$ cat src/rtl/riscv_pkg.sv
// ----------------------------------------------------------------------------
// riscv_pkg
// Shared definitions for the multi-cycle RV32I control unit:
//   - state_t        : controller sequencing states
//   - OPC_*          : major opcode values (IR[6:0])
//   - ALU_*          : 4-bit ALU operation codes driven on alu_op
//   - PC_SRC_*, ALU_A_*, ALU_B_*, WB_* : datapath mux select encodings
//   - CAUSE_*        : trap_cause encodings
//   - is_known_opcode / branch_taken : small decode helpers
// ----------------------------------------------------------------------------
package riscv_pkg;

  typedef enum logic [2:0] {
    ST_FETCH  = 3'd0,
    ST_DECODE = 3'd1,
    ST_EXEC   = 3'd2,
    ST_MEM    = 3'd3,
    ST_WB     = 3'd4,
    ST_TRAP   = 3'd5
  } state_t;

  localparam logic [6:0] OPC_LOAD   = 7'b0000011;
  localparam logic [6:0] OPC_STORE  = 7'b0100011;
  localparam logic [6:0] OPC_OP     = 7'b0110011;
  localparam logic [6:0] OPC_OPIMM  = 7'b0010011;
  localparam logic [6:0] OPC_BRANCH = 7'b1100011;
  localparam logic [6:0] OPC_JAL    = 7'b1101111;
  localparam logic [6:0] OPC_JALR   = 7'b1100111;
  localparam logic [6:0] OPC_LUI    = 7'b0110111;
  localparam logic [6:0] OPC_AUIPC  = 7'b0010111;

  localparam logic [3:0] ALU_AND = 4'b0000;
  localparam logic [3:0] ALU_OR  = 4'b0001;
  localparam logic [3:0] ALU_ADD = 4'b0010;
  localparam logic [3:0] ALU_XOR = 4'b0011;
  localparam logic [3:0] ALU_SLL = 4'b0100;
  localparam logic [3:0] ALU_SRL = 4'b0101;
  localparam logic [3:0] ALU_SUB = 4'b0110;
  localparam logic [3:0] ALU_SLT = 4'b0111;
  localparam logic [3:0] ALU_SRA = 4'b1000;

  localparam logic [1:0] PC_SRC_ALU    = 2'd0;
  localparam logic [1:0] PC_SRC_ALUOUT = 2'd1;
  localparam logic [1:0] PC_SRC_JALR   = 2'd2;

  localparam logic [1:0] ALU_A_PC   = 2'd0;
  localparam logic [1:0] ALU_A_RS1  = 2'd1;
  localparam logic [1:0] ALU_A_ZERO = 2'd2;

  localparam logic [1:0] ALU_B_RS2  = 2'd0;
  localparam logic [1:0] ALU_B_FOUR = 2'd1;
  localparam logic [1:0] ALU_B_IMM  = 2'd2;

  localparam logic [1:0] WB_ALUOUT = 2'd0;
  localparam logic [1:0] WB_MDR    = 2'd1;
  localparam logic [1:0] WB_PC     = 2'd2;

  localparam logic [1:0] CAUSE_NONE    = 2'd0;
  localparam logic [1:0] CAUSE_ILLEGAL = 2'd1;
  localparam logic [1:0] CAUSE_TIMEOUT = 2'd2;

  function automatic logic is_known_opcode(input logic [6:0] opc);
    case (opc)
      OPC_LOAD, OPC_STORE, OPC_OP, OPC_OPIMM, OPC_BRANCH,
      OPC_JAL, OPC_JALR, OPC_LUI, OPC_AUIPC: return 1'b1;
      default:                               return 1'b0;
    endcase
  endfunction

  // Only signed compares exist in the ALU; unsupported branch funct3
  // values never redirect the PC.
  function automatic logic branch_taken(input logic [2:0] f3,
                                        input logic       zero,
                                        input logic       lt);
    case (f3)
      3'b000:  return zero;
      3'b001:  return !zero;
      3'b100:  return lt;
      3'b101:  return !lt;
      default: return 1'b0;
    endcase
  endfunction

endpackage

$ cat src/rtl/riscv_alu_dec.sv
// ----------------------------------------------------------------------------
// riscv_alu_dec
// Combinational funct3/funct7 decode to the 4-bit ALU operation for
// register-register and register-immediate arithmetic.
// Ports:
//   funct3    in  3  IR[14:12]
//   funct7_b5 in  1  IR[30], selects SUB / SRA
//   is_r_type in  1  instruction is OP (register-register)
//   alu_op    out 4  ALU operation code
// ----------------------------------------------------------------------------
module riscv_alu_dec
  import riscv_pkg::*;
(
  input  logic [2:0] funct3,
  input  logic       funct7_b5,
  input  logic       is_r_type,
  output logic [3:0] alu_op
);

  // SUB exists only as a register-register op (ADDI's IR[30] is immediate
  // data), while SRA is selected by IR[30] for both SRA and SRAI.
  // SLTU has no dedicated ALU code and shares the SLT compare.
  always_comb begin
    alu_op = ALU_ADD;
    case (funct3)
      3'b000: alu_op = (is_r_type && funct7_b5) ? ALU_SUB : ALU_ADD;
      3'b001: alu_op = ALU_SLL;
      3'b010: alu_op = ALU_SLT;
      3'b011: alu_op = ALU_SLT;
      3'b100: alu_op = ALU_XOR;
      3'b101: alu_op = funct7_b5 ? ALU_SRA : ALU_SRL;
      3'b110: alu_op = ALU_OR;
      3'b111: alu_op = ALU_AND;
    endcase
  end

endmodule

$ cat src/rtl/riscv_mc_ctrl.sv
// ----------------------------------------------------------------------------
// riscv_mc_ctrl
// Multi-cycle control unit for the RV32I core. Steps each instruction
// through FETCH/DECODE/EXEC/MEM/WB, handshakes with the shared memory port
// (with a wait-state timeout) and drives every datapath enable and select.
//
// Parameters:
//   MAX_WAIT  memory wait cycles tolerated before a timeout trap (1..255)
//
// Build option:
//   RISCV_PERF_CNT_EN  when defined, builds cycle_cnt / instret_cnt
//                      counters; otherwise both outputs read 0.
//
// Ports:
//   clk, reset                  clock, async active-high reset
//   opcode, funct3, funct7      instruction fields from IR
//   alu_zero, alu_lt            ALU status
//   mem_ready                   memory completes the current request
//   mem_req, mem_we, addr_sel   memory port control
//   ir_write, pc_write, pc_src  IR / PC update control
//   alu_src_a, alu_src_b, alu_op ALU operand selects and operation
//   reg_write, wb_sel           register file write control
//   instr_done                  one-cycle retire pulse
//   trap, trap_cause            sticky halt flag and reason
//   cycle_cnt, instret_cnt      performance counters
// ----------------------------------------------------------------------------
module riscv_mc_ctrl
  import riscv_pkg::*;
#(
  parameter int MAX_WAIT = 15
) (
  input  logic        clk,
  input  logic        reset,
  input  logic [6:0]  opcode,
  input  logic [2:0]  funct3,
  input  logic [6:0]  funct7,
  input  logic        alu_zero,
  input  logic        alu_lt,
  input  logic        mem_ready,
  output logic        mem_req,
  output logic        mem_we,
  output logic        addr_sel,
  output logic        ir_write,
  output logic        pc_write,
  output logic [1:0]  pc_src,
  output logic [1:0]  alu_src_a,
  output logic [1:0]  alu_src_b,
  output logic [3:0]  alu_op,
  output logic        reg_write,
  output logic [1:0]  wb_sel,
  output logic        instr_done,
  output logic        trap,
  output logic [1:0]  trap_cause,
  output logic [31:0] cycle_cnt,
  output logic [31:0] instret_cnt
);

  localparam int WAIT_W = $clog2(MAX_WAIT + 1);

  state_t            state;
  logic [WAIT_W-1:0] wait_cnt;
  logic              trap_q;
  logic [1:0]        trap_cause_q;
  logic [3:0]        dec_alu_op;
  logic              is_load;
  logic              is_store;
  logic              is_branch;
  logic              is_jal;
  logic              is_jalr;
  logic              wait_expired;
  logic              unused_funct7;

  assign is_load   = (opcode == OPC_LOAD);
  assign is_store  = (opcode == OPC_STORE);
  assign is_branch = (opcode == OPC_BRANCH);
  assign is_jal    = (opcode == OPC_JAL);
  assign is_jalr   = (opcode == OPC_JALR);

  // The counter holds the number of unanswered cycles already spent, so the
  // MAX_WAIT-th unanswered cycle is the one that sees MAX_WAIT-1 here.
  assign wait_expired = (wait_cnt == WAIT_W'(MAX_WAIT - 1));

  // Only IR[30] steers the ALU decode; the other funct7 bits are immediate
  // or reserved and intentionally ignored.
  assign unused_funct7 = ^{funct7[6], funct7[4:0]};

  riscv_alu_dec u_alu_dec (
    .funct3    (funct3),
    .funct7_b5 (funct7[5]),
    .is_r_type (opcode == OPC_OP),
    .alu_op    (dec_alu_op)
  );

  // Sequencer. The wait counter defaults to clearing every cycle and only
  // counts while a memory request is pending without ready; a same-cycle
  // mem_ready always beats the timeout.
  always_ff @(posedge clk or posedge reset) begin
    if (reset) begin
      state        <= ST_FETCH;
      wait_cnt     <= '0;
      trap_q       <= 1'b0;
      trap_cause_q <= CAUSE_NONE;
    end else begin
      wait_cnt <= '0;
      case (state)
        ST_FETCH: begin
          if (mem_ready) begin
            state <= ST_DECODE;
          end else if (wait_expired) begin
            state        <= ST_TRAP;
            trap_q       <= 1'b1;
            trap_cause_q <= CAUSE_TIMEOUT;
          end else begin
            wait_cnt <= wait_cnt + WAIT_W'(1);
          end
        end
        ST_DECODE: begin
          if (!is_known_opcode(opcode)) begin
            state        <= ST_TRAP;
            trap_q       <= 1'b1;
            trap_cause_q <= CAUSE_ILLEGAL;
          end else begin
            state <= ST_EXEC;
          end
        end
        ST_EXEC: begin
          if (is_load || is_store) begin
            state <= ST_MEM;
          end else if (is_branch || is_jal || is_jalr) begin
            state <= ST_FETCH;
          end else begin
            state <= ST_WB;
          end
        end
        ST_MEM: begin
          if (mem_ready) begin
            state <= is_store ? ST_FETCH : ST_WB;
          end else if (wait_expired) begin
            state        <= ST_TRAP;
            trap_q       <= 1'b1;
            trap_cause_q <= CAUSE_TIMEOUT;
          end else begin
            wait_cnt <= wait_cnt + WAIT_W'(1);
          end
        end
        ST_WB:   state <= ST_FETCH;
        ST_TRAP: state <= ST_TRAP;
        default: state <= ST_FETCH;
      endcase
    end
  end

  // Datapath control is decoded from the current state plus the handshake
  // and ALU status inputs, so strobes land in the same cycle as the event.
  // mem_req is additionally masked by reset so an abandoned request drops
  // the instant reset asserts.
  always_comb begin
    mem_req    = 1'b0;
    mem_we     = 1'b0;
    addr_sel   = 1'b0;
    ir_write   = 1'b0;
    pc_write   = 1'b0;
    pc_src     = PC_SRC_ALU;
    alu_src_a  = ALU_A_PC;
    alu_src_b  = ALU_B_RS2;
    alu_op     = ALU_ADD;
    reg_write  = 1'b0;
    wb_sel     = WB_ALUOUT;
    instr_done = 1'b0;

    case (state)
      ST_FETCH: begin
        mem_req   = !reset;
        alu_src_a = ALU_A_PC;
        alu_src_b = ALU_B_FOUR;
        alu_op    = ALU_ADD;
        ir_write  = mem_ready;
        pc_write  = mem_ready;
        pc_src    = PC_SRC_ALU;
      end
      ST_DECODE: begin
        // PC already advanced, but the datapath presents the old PC here so
        // ALUOut captures the branch/JAL target.
        alu_src_a = ALU_A_PC;
        alu_src_b = ALU_B_IMM;
        alu_op    = ALU_ADD;
      end
      ST_EXEC: begin
        case (opcode)
          OPC_OP: begin
            alu_src_a = ALU_A_RS1;
            alu_src_b = ALU_B_RS2;
            alu_op    = dec_alu_op;
          end
          OPC_OPIMM: begin
            alu_src_a = ALU_A_RS1;
            alu_src_b = ALU_B_IMM;
            alu_op    = dec_alu_op;
          end
          OPC_LUI: begin
            alu_src_a = ALU_A_ZERO;
            alu_src_b = ALU_B_IMM;
          end
          OPC_AUIPC: begin
            alu_src_a = ALU_A_PC;
            alu_src_b = ALU_B_IMM;
          end
          OPC_LOAD, OPC_STORE: begin
            alu_src_a = ALU_A_RS1;
            alu_src_b = ALU_B_IMM;
          end
          OPC_BRANCH: begin
            alu_src_a  = ALU_A_RS1;
            alu_src_b  = ALU_B_RS2;
            alu_op     = ALU_SUB;
            pc_write   = branch_taken(funct3, alu_zero, alu_lt);
            pc_src     = PC_SRC_ALUOUT;
            instr_done = 1'b1;
          end
          OPC_JAL: begin
            pc_write   = 1'b1;
            pc_src     = PC_SRC_ALUOUT;
            reg_write  = 1'b1;
            wb_sel     = WB_PC;
            instr_done = 1'b1;
          end
          OPC_JALR: begin
            alu_src_a  = ALU_A_RS1;
            alu_src_b  = ALU_B_IMM;
            pc_write   = 1'b1;
            pc_src     = PC_SRC_JALR;
            reg_write  = 1'b1;
            wb_sel     = WB_PC;
            instr_done = 1'b1;
          end
          default: ;
        endcase
      end
      ST_MEM: begin
        mem_req    = !reset;
        addr_sel   = 1'b1;
        mem_we     = is_store;
        instr_done = is_store && mem_ready;
      end
      ST_WB: begin
        reg_write  = 1'b1;
        wb_sel     = is_load ? WB_MDR : WB_ALUOUT;
        instr_done = 1'b1;
      end
      default: ;
    endcase
  end

  assign trap       = trap_q;
  assign trap_cause = trap_cause_q;

`ifdef RISCV_PERF_CNT_EN
  logic [31:0] cycle_q;
  logic [31:0] instret_q;

  // Free-running wrapping counters; cycle counting freezes once halted.
  always_ff @(posedge clk or posedge reset) begin
    if (reset) begin
      cycle_q   <= '0;
      instret_q <= '0;
    end else begin
      if (state != ST_TRAP) begin
        cycle_q <= cycle_q + 32'd1;
      end
      if (instr_done) begin
        instret_q <= instret_q + 32'd1;
      end
    end
  end

  assign cycle_cnt   = cycle_q;
  assign instret_cnt = instret_q;
`else
  assign cycle_cnt   = '0;
  assign instret_cnt = '0;
`endif

endmodule

$ cat config.mk
export PLATFORM = sky130hd
export DESIGN_NAME = riscv_mc_ctrl
export DESIGN_NICKNAME = d
export VERILOG_FILES = /design/src/rtl/riscv_pkg.sv /design/src/rtl/riscv_alu_dec.sv /design/src/rtl/riscv_mc_ctrl.sv
export SDC_FILE = /design/constraint.sdc
export NUM_CORES = 1
export LEC_CHECK = 0
export BUFFER_PORTS_ARGS = -buffer_cell sky130_fd_sc_hd__buf_2
export CAP_MARGIN = 20
export CORE_ASPECT_RATIO = 0.75
export CORE_UTILIZATION = 43
export DETAILED_ROUTE_END_ITERATION = 16
export PLACE_DENSITY_LB_ADDON = 0.12
export SYNTH_ARGS = -nofsm -noshare
export SYNTH_HDL_FRONTEND = slang
export SYNTH_SLANG_ARGS = --single-unit
$ cat constraint.sdc
create_clock -name clk -period 5.4 [get_ports clk]
set_input_delay 0.81 -clock clk [delete_from_list [all_inputs] [get_ports clk]]
set_output_delay 0.81 -clock clk [all_outputs]
set_load 0.03 [all_outputs]
==> out/qor.yml <==
global_routing:
  grt_pass1_wl_mm: 3.84
  antenna_found_initial: 0
  overflow: 0
  grtUsageTotal_pct: 15.2
  grt_pass1_vias: 852
  grt_max_degree: 14
worst_setup_path:
  crit_family: "simple AND/OR/NAND/NOR gates"
  critical_path_required_ns: 4.59
  r2r_start: "wait_cnt[0]$_DFF_PP0_"
  slowest_stage: "dfrtp_1"
  crit_end: "alu_op[1]"
  critPathBufInv: 1
  cp.depth: 5
  crit_top_cell: "or3_4"
  ff2ff_path_depth: 6
  endpoint_kind: "output port"
  crit_chain: "or3b_4 -> or3_4 -> or3_4 -> nand3b_4 -> buf_2"
  critical_path.max_stage_delay_ns: 0.50
  path_class: "reg -> out"
  r2r_end: "state[1]$_DFF_PP0_"
  ff2ff_setup_slack_ns: 3.64
  start_kind: "register"
  critPathLaunch: "state[2]$_DFF_PP0_"
  cp_max_fo: 13
  crit_arrival_ns: 2.31
clock_tree:
  clock_latency_ns: 0.24
  numCtsBuffers: 3
  cts.sinks: 10
  cts_hold_buf: 0
  htreeDepth: 1
  clock_path_buffers: 2
  cts_tree: "built"
  cts_resized: 0
  clkTransAtPathRegs_ns: 0.05
  cts_setup_buffers: 0
  root_buffer: "clkbuf_8"
final_layout:
  antenna_cells: 0
  synthToLayoutAreaGrowth_pct: 1.29
  final_nets: 234
  final_layout_size_suffix_gt1_share_pct: 24.9
power:
  vdd_drop_max_v: 0.000188
  total_power_mw: 0.399
  power.leakage_nw: 0.759
  p_per_area_nw_per_um2: 290
sta:
  finalHoldViolations: 0
  holdWs_ns: 0.479
  fin_crit_sh_pct: 57.7
  slew-limit-headroom_pct: 48.5
  tightest_slew_ns: 0.765
  clock.fmax_ghz: 0.321
  drv_slew: 0
  skew_ns: 0.00101
  min_period_ns: 3.12
  rsz0062_at_grt: "no"
  finalSetupTns_ns: 0
  finalSetupViolCount: 0
  fin_ws_ns: 2.28
logic_synthesis:
  synthDistinctLibCells: 45
  synth-simple-area-share_pct: 22.9
  synth_compound_area_share_pct: 13.4
  synth_edf_count: 0
  yosysWarningCount: 0
  synth_area_sq_um: 1360
  ys_seq_elements: 10
  yosysSeqAreaShare_pct: 18.4
  yosysMostFrequentCell: "buf_4"
  synthAdderAreaFrac_pct: 1.84
  synth_area_leaders: "buf_4, dfrtp_1, nand2_1, nor3_1, nor2_1"
  muxShareOfSynthArea_pct: 2.30
  synth_top_family_by_area: "buffers and inverters"
  avgSynthCellArea_sq_um: 7.85
  synth_flop_cell: "dfrtp_1"
  synth_top_area_share_pct: 35.9
  yosys.area.top_type: "buf_4"
  async_reset_ff_share_pct: 100
  synthXorXnorAreaFrac_pct: 1.93
  syn-instance-count: 173
  synth_common_cells: "buf_4, nand2_1, dfrtp_1, nor2_1, nor3_1"
hold_path:
  hp-class: "reg -> reg"
floorplan:
  io_pins: 108
  die_w_um: 66.9
  die_area_sq_um: 3390
  num_rows: 17
  fp.dieH_um: 50.7
  start_util_pct: 45.6
  coreArea_sq_um: 2980
place:
  gp_congestion: 0.816
  dp_hpwl_mm: 2.13
  dp_slack_ns: 2.33
  port_buffers: 37
drt:
  drtAntennaViolNets: 0
  drt_iter0_drc: 27
  detail_route.wl_per_cell_um: 10.5
  via_per_inst: 4.56
  drt-total-wl_mm: 2.59
  via_count: 1127
  drc_errors: 0
  drt-pass1-iter-count: 4
outcome:
  status: "finished, final reports clean"
run:
  drv_cap: 0
[cell usage in the layout (no fill, tap or decap), types with 3 or more instances in the layout]
| master | synthesis | layout |
|---|---|---|
| buf_2 | 0 | 37 |
| dfrtp_1 | 10 | 10 |
| nor3_1 | 8 | 8 |
| clkbuf_8 | 0 | 4 |
| a31oi_1 | 3 | 3 |
| nand2_1 | 12 | 12 |
| nand3_1 | 4 | 4 |
| a21oi_1 | 6 | 6 |
| conb_1 | 1 | 64 |
| nor2_1 | 10 | 10 |
| inv_1 | 6 | 6 |
| o21ai_0 | 3 | 3 |
[layout make-up]
cell class	instances	area, sq um
Fill cell	323	1600
Multi-Input combinational cell	152	816
Sequential cell	10	250
Tap cell	38	47.5
Inverter	6	22.5
Clock buffer	4	55.1
Timing Repair Buffer	37	185
[worst reg2reg max path: stages, from the launching register on]
cell and delay, ns:
dfrtp_1 0.38, inv_1 0.06, ha_1 0.22, nand3_1 0.10, or4b_2 0.66, o31ai_1 0.12
a22o_1 0.16
[sequential cells by signal (all words and copies together), names as in the netlist]
signal	cells
state	3
trap	1
wait_cnt	4
trap_cause	2
[per-layer routing]
metal	vias up	global-route usage (%)	part of all wire, %
li1	535	-	-
met1	520	20.8	47
met2	67	22.2	42
met3	5	5.00	9.2
met4	0	4.61	1.0
met5	-	0	0
[kinds of logic (layout without fill, tap and decap cells)]
| family | count (synthesis) | in the layout |
|---|---|---|
| other cells | 1 | 64 |
| buf+inv | 74 | 47 |
| simple gates | 54 | 54 |
| fa+ha+maj | 2 | 2 |
| compound gates | 26 | 26 |
| xor+xnor | 3 | 3 |
| flops | 10 | 10 |
| mux | 3 | 3 |
[power breakdown]
| part | total, mW | switching, mW | internal [mW] |
|---|---|---|---|
| clock | 0.0937 | 0.0296 | 0.0641 |
| combinational | 0.198 | 0.151 | 0.0472 |
| sequential | 0.108 | 0.0232 | 0.0846 |
| total | 0.399 | 0.204 | 0.196 |
[through the flow]
stage | std cells | util, % | instance area (sq um)
floorplan | 236 | - | 1600
global placement | 243 | 44.4 | 1320
detailed placement | 243 | 44.4 | 1320
CTS | 247 | 46.2 | 1380
global route | 247 | 46.2 | 1380
finish | 247 | 46.2 | 1380
[how the worst min path moves through the flow]
stage	cells after the start	endpoint	startpoint
after global placement	1	trap_cause[1]$_DFFE_PP0P_	trap_cause[1]$_DFFE_PP0P_
after floorplan	1	wait_cnt[0]$_DFF_PP0_	wait_cnt[0]$_DFF_PP0_
after detailed placement	1	trap_cause[1]$_DFFE_PP0P_	trap_cause[1]$_DFFE_PP0P_
final	1	trap_cause[1]$_DFFE_PP0P_	trap_cause[1]$_DFFE_PP0P_
after global routing	1	trap_cause[1]$_DFFE_PP0P_	trap_cause[1]$_DFFE_PP0P_
after CTS	1	trap_cause[1]$_DFFE_PP0P_	trap_cause[1]$_DFFE_PP0P_
Power figures use the tool's default switching activity.
